`src/rtl/aes_128_keyram_writer.sv`:
```
// AES-128 round-key RAM write sequencer: splits 128-bit round keys into two 64-bit writes.
// Optional build macro KEYRAM_RESTART_EN: key_start while loading restarts the set from key 0.
module aes_128_keyram_writer #(
    parameter int NUM_RK = 11,
    parameter int ADDR_W = 5
) (
    input  logic              clk,
    input  logic              kill,
    input  logic              key_start,
    input  logic              rk_valid,
    input  logic [127:0]      rk_data,
    output logic              rk_ready,
    output logic              ram_we,
    output logic [ADDR_W-1:0] ram_addr,
    output logic [63:0]       ram_din,
    output logic              en_wr,
    output logic              key_ready,
    output logic              busy
);

    // Two RAM entries per key, so the key index is one bit narrower than the address.
    localparam int IDX_W = ADDR_W - 1;
    localparam logic [IDX_W-1:0] LAST_IDX = IDX_W'(NUM_RK - 1);

    typedef enum logic [2:0] {
        IDLE,
        WAIT_RK,
        WR_LO,
        WR_HI,
        DONE
    } state_t;

    state_t             state, state_nxt;
    logic [IDX_W-1:0]   rk_idx, idx_nxt;
    logic [127:0]       rk_hold, hold_nxt;
    logic               restart;

`ifdef KEYRAM_RESTART_EN
    assign restart = key_start && (state == WAIT_RK || state == WR_LO || state == WR_HI);
`else
    assign restart = 1'b0;
`endif

    assign rk_ready  = (state == WAIT_RK);
    assign en_wr     = (state == WAIT_RK) || (state == WR_LO) || (state == WR_HI);
    assign key_ready = (state == DONE);
    assign busy      = (state != IDLE);

    always_comb begin
        state_nxt = state;
        idx_nxt   = rk_idx;
        hold_nxt  = rk_hold;
        case (state)
            IDLE: begin
                if (key_start) begin
                    state_nxt = WAIT_RK;
                    idx_nxt   = '0;
                end
            end
            WAIT_RK: begin
                if (rk_valid) begin
                    hold_nxt  = rk_data;
                    state_nxt = WR_LO;
                end
            end
            WR_LO: state_nxt = WR_HI;
            WR_HI: begin
                if (rk_idx == LAST_IDX) begin
                    state_nxt = DONE;
                end else begin
                    idx_nxt   = rk_idx + IDX_W'(1);
                    state_nxt = WAIT_RK;
                end
            end
            DONE:    state_nxt = IDLE;
            default: state_nxt = IDLE;
        endcase
        // A restart drops any capture this cycle and rewinds to the cipher key.
        if (restart) begin
            state_nxt = WAIT_RK;
            idx_nxt   = '0;
            hold_nxt  = rk_hold;
        end
    end

    // Write port is registered from the next state, so it lines up with WR_LO/WR_HI.
    always_ff @(posedge clk) begin
        if (kill) begin
            state    <= IDLE;
            rk_idx   <= '0;
            rk_hold  <= '0;
            ram_we   <= 1'b0;
            ram_addr <= '0;
            ram_din  <= '0;
        end else begin
            state   <= state_nxt;
            rk_idx  <= idx_nxt;
            rk_hold <= hold_nxt;
            case (state_nxt)
                WR_LO: begin
                    ram_we   <= 1'b1;
                    ram_addr <= {idx_nxt, 1'b0};
                    ram_din  <= hold_nxt[63:0];
                end
                WR_HI: begin
                    ram_we   <= 1'b1;
                    ram_addr <= {idx_nxt, 1'b1};
                    ram_din  <= hold_nxt[127:64];
                end
                default: begin
                    ram_we   <= 1'b0;
                    ram_addr <= '0;
                    ram_din  <= '0;
                end
            endcase
        end
    end

endmodule

```
`config.mk`:
```
export PLATFORM = sky130hd
export DESIGN_NAME = aes_128_keyram_writer
export DESIGN_NICKNAME = d
export VERILOG_FILES = /design/src/rtl/aes_128_keyram_writer.sv
export SDC_FILE = /design/constraint.sdc
export NUM_CORES = 1
export LEC_CHECK = 0
export CORE_MARGIN = 4
export CORE_UTILIZATION = 37
export CTS_CLUSTER_DIAMETER = 120
export DETAILED_ROUTE_END_ITERATION = 8
export PLACE_DENSITY = 0.78
export SYNTH_ARGS = -nofsm -noshare
export SYNTH_HDL_FRONTEND = slang
export SYNTH_SLANG_ARGS = --single-unit
export TNS_END_PERCENT = 20
```
`constraint.sdc`:
```
create_clock -name clk -period 1.5 [get_ports clk]
set_clock_uncertainty 0.15 [all_clocks]
set_input_delay 0.3 -clock clk [delete_from_list [all_inputs] [get_ports clk]]
set_output_delay 0.3 -clock clk [all_outputs]
set_load 0.02 [all_outputs]
```
==> results_dict.tcl <==
set metrics [dict create \
    switching_share 0.232 \
    synth_edf_count 0 \
    synth_nets 759 \
    synth.avg_cell_area_um2 7.97 \
    pwr-share-seq 0.431 \
    start_kind "register" \
    drt_wl_total_um 15500 \
    wl_per_cell_um 15.1 \
    cts_buffer_depth 2 \
    clock_latency_ns 0.41 \
    rsz0062_at_grt "yes" \
    cts.sinks 141 \
    p_per_area_mw_per_mm2 1100 \
    synth_cell_types 33 \
    antenna_found_initial 0 \
    track_usage 0.173 \
    min_period_ns 1.74 \
    cts_root_buf "clkbuf_16" \
    async_reset_ff_frac 0 \
    syn2layout_area_growth_pct 66.7 \
    cp_num_buf_inv 1 \
    cpPeakStageDelay_ns 0.37 \
    port_buffers 205 \
    route.vias.total 4907 \
    final_cell_count_no_fill 1024 \
    hold_violations 0 \
    finalWorstSetupSlack_ns -0.243 \
    wl_met3_um 1190 \
    drc 0 \
    cts_made_buffers 17 \
    arrival_ns 1.29 \
    cp_cell_sequence "or3_4, buf_6" \
    r2r-start "state[0]" \
    drive_gt1_frac 0.246 \
    path_delay_family "flip-flops" \
    hp-start "rk_data[29]" \
    fin_crit_sh 1.16 \
    io_pins 206 \
    netlist_instances 625 \
    clock_power_share 0.437 \
    dpl.cell_count 980 \
    wl_met2_um 7780 \
    top_layer_used "met4" \
    die_x_um 124 \
    start_util 0.378 \
    firstDrtPassIters 4 \
    detail-route-antenna-nets 0 \
    die_y_um 124 \
    antenna_cells 0 \
    crit_start "state[1]" \
    synth_ff_type "dfxtp_1" \
    crit_fanout 6 \
    peakVddDrop_uv 599 \
    comb_power_share 0.132 \
    endpoint_kind "primary output" \
    routabilityCongestion 0.802 \
    overflow 0 \
    status "finished with violations" \
    grt_max_degree 96 \
    row_count 42 \
    max_freq_mhz 574 \
    worst_pin_slew_ns 0.510 \
    failed_checks "setup timing" \
    synth_seq_cells 141 \
    critPathSlowestCell "dfxtp_4" \
    p_sw_mw 2.12 \
    fp.dieArea_mm2 0.0154 \
    grt_first_pass_wirelength_um 20800 \
    wl_met1_um 6180 \
    place_area_mm2 0.00729 \
    core_mm2 0.0132 \
    viasPerCell 4.79 \
    first_global_vias 4256 \
    cts_tree "built" \
    htreeDepth 4 \
    crit_type "reg2out" \
    final_cell_area_mm2 0.00831 \
    clk_pin_slew_worst_paths_ns 0.06 \
    p_leak_nw 3.08 \
    fin_nets 970 \
    synth-warning-count 0 \
    max_cap_violations 0 \
    yosysSeqAreaShare 0.567 \
    max_slew_margin 0.660 \
    drv_slew 0 \
    intPower_mw 7.00 \
    finalSetupViolCount 138 \
    drt_iter0_drc 364 \
    syn_area_mm2 0.00498 \
    required_ns 1.05 \
    hp-class "in2reg" \
    hpwl_um 9200 \
]
## cell usage in the layout (no fill, tap or decap), types with 5 or more instances in the layout
master,instances
clkbuf_16,21
clkbuf_2,34
nor2_1,5
buf_4,18
dfxtp_1,136
clkdlybuf4s50_1,130
a21oi_1,83
nand2_2,8
buf_12,11
clkbuf_8,5
clkdlybuf4s15_1,18
nand2_4,12
buf_6,6
nand2_1,238
a21oi_2,46
clkdlybuf4s15_2,18
## worst reg2reg max path: cells and delay by family (launching register included)
family                 cells  cell delay (ns)
AOI/OAI and AO/OA          1             0.14
DFF                        1             0.37
and+or+nand+nor            3             0.36
buffers and inverters      4             0.63
## power groups by stage
| stage | logic, mW | registers, mW | clock network [mW] |
|---|---|---|---|
| 2_1_floorplan | 0.380 | 4.06 | 0 |
| 3_3_place_gp | 1.01 | 4.00 | 0 |
| 3_5_place_dp | 1.02 | 4.01 | 0 |
| 4_1_cts | 1.03 | 3.93 | 4.05 |
| 5_1_grt | 1.29 | 3.94 | 4.22 |
| 6_report | 1.20 | 3.93 | 3.99 |
## what timing repair did
| action | in CTS | in global routing |
|---|---|---|
| pin swaps | 2 | 30 |
| cloned | 0 | 7 |
| resized for setup | 186 | 143 |
| setup buffers | 1 | 4 |
| setup endpoints to repair | 211 | 184 |
| endpoints found under the hold margin | 2 | 0 |
| hold buffers | 1 | 0 |
## cell usage after synthesis, types with 3 or more instances
library cell    n  area, um2
nor2_1          9       33.8
and2_1          4       25.0
nor2b_1         4       25.0
a21oi_1       129        646
buf_2          32        160
dfxtp_1       141       2820
inv_1           4       15.0
nand2_1       258        968
nor3_1          3       15.0
clkbuf_1       14       52.6
## area by class of cell
class | instances | area, um2
Fill cell | 1105 | 4880
Clock inverter | 6 | 58.8
Clock buffer | 25 | 505
Inverter | 4 | 15.0
Tap cell | 176 | 220
Sequential cell | 141 | 2840
Multi-Input combinational cell | 432 | 2280
Timing Repair Buffer | 240 | 2390
## path summary, 6_finish.rpt
kind                       to  slack, ns  cells past startpoint
setup / recovery         busy      -0.24                      2
hold / removal    ram_din[29]       0.28                      3
setup reg to reg  rk_hold[73]      -0.21                      8
hold reg to reg   rk_hold[86]       0.30                      2
## cell families after synthesis
group / share of synthesized area
flip-flops: 0.567
buffers and inverters: 0.0487
AND/OR/NAND/NOR: 0.235
AO/OA/AOI/OAI: 0.141
XOR/XNOR: 0.00176
multiplexers: 0.00201
adder cells (fa/ha/maj): 0.00502
## registers in the layout (all words and copies together) (netlist names)
name	cells
ram_din	64
ram_we	1
ram_addr	5
rk_hold	64
rk_idx	4
state	3
## per-stage QoR
stage	util	power, mW	hold slack, ns	worst slack (ns)	TNS [ns]
2_1_floorplan	-	4.44	0.286	-0.0149	-0.0176
3_3_place_gp	0.553	5.02	0.291	-0.436	-54.97
3_5_place_dp	0.553	5.03	0.294	-0.485	-59.72
4_1_cts	0.601	9.01	0.262	-0.262	-21.90
5_1_grt	0.630	9.44	0.270	-0.280	-27.74
6_report	0.630	9.12	0.283	-0.243	-17.96
## per-layer routing
| metal | up-vias | track usage |
|---|---|---|
| li1 | 2433 | - |
| met1 | 2265 | 0.202 |
| met2 | 176 | 0.287 |
| met3 | 33 | 0.0572 |
| met4 | 0 | 0.0808 |
| met5 | - | 0 |
No activity file was read; power rests on OpenSTA's default activity.
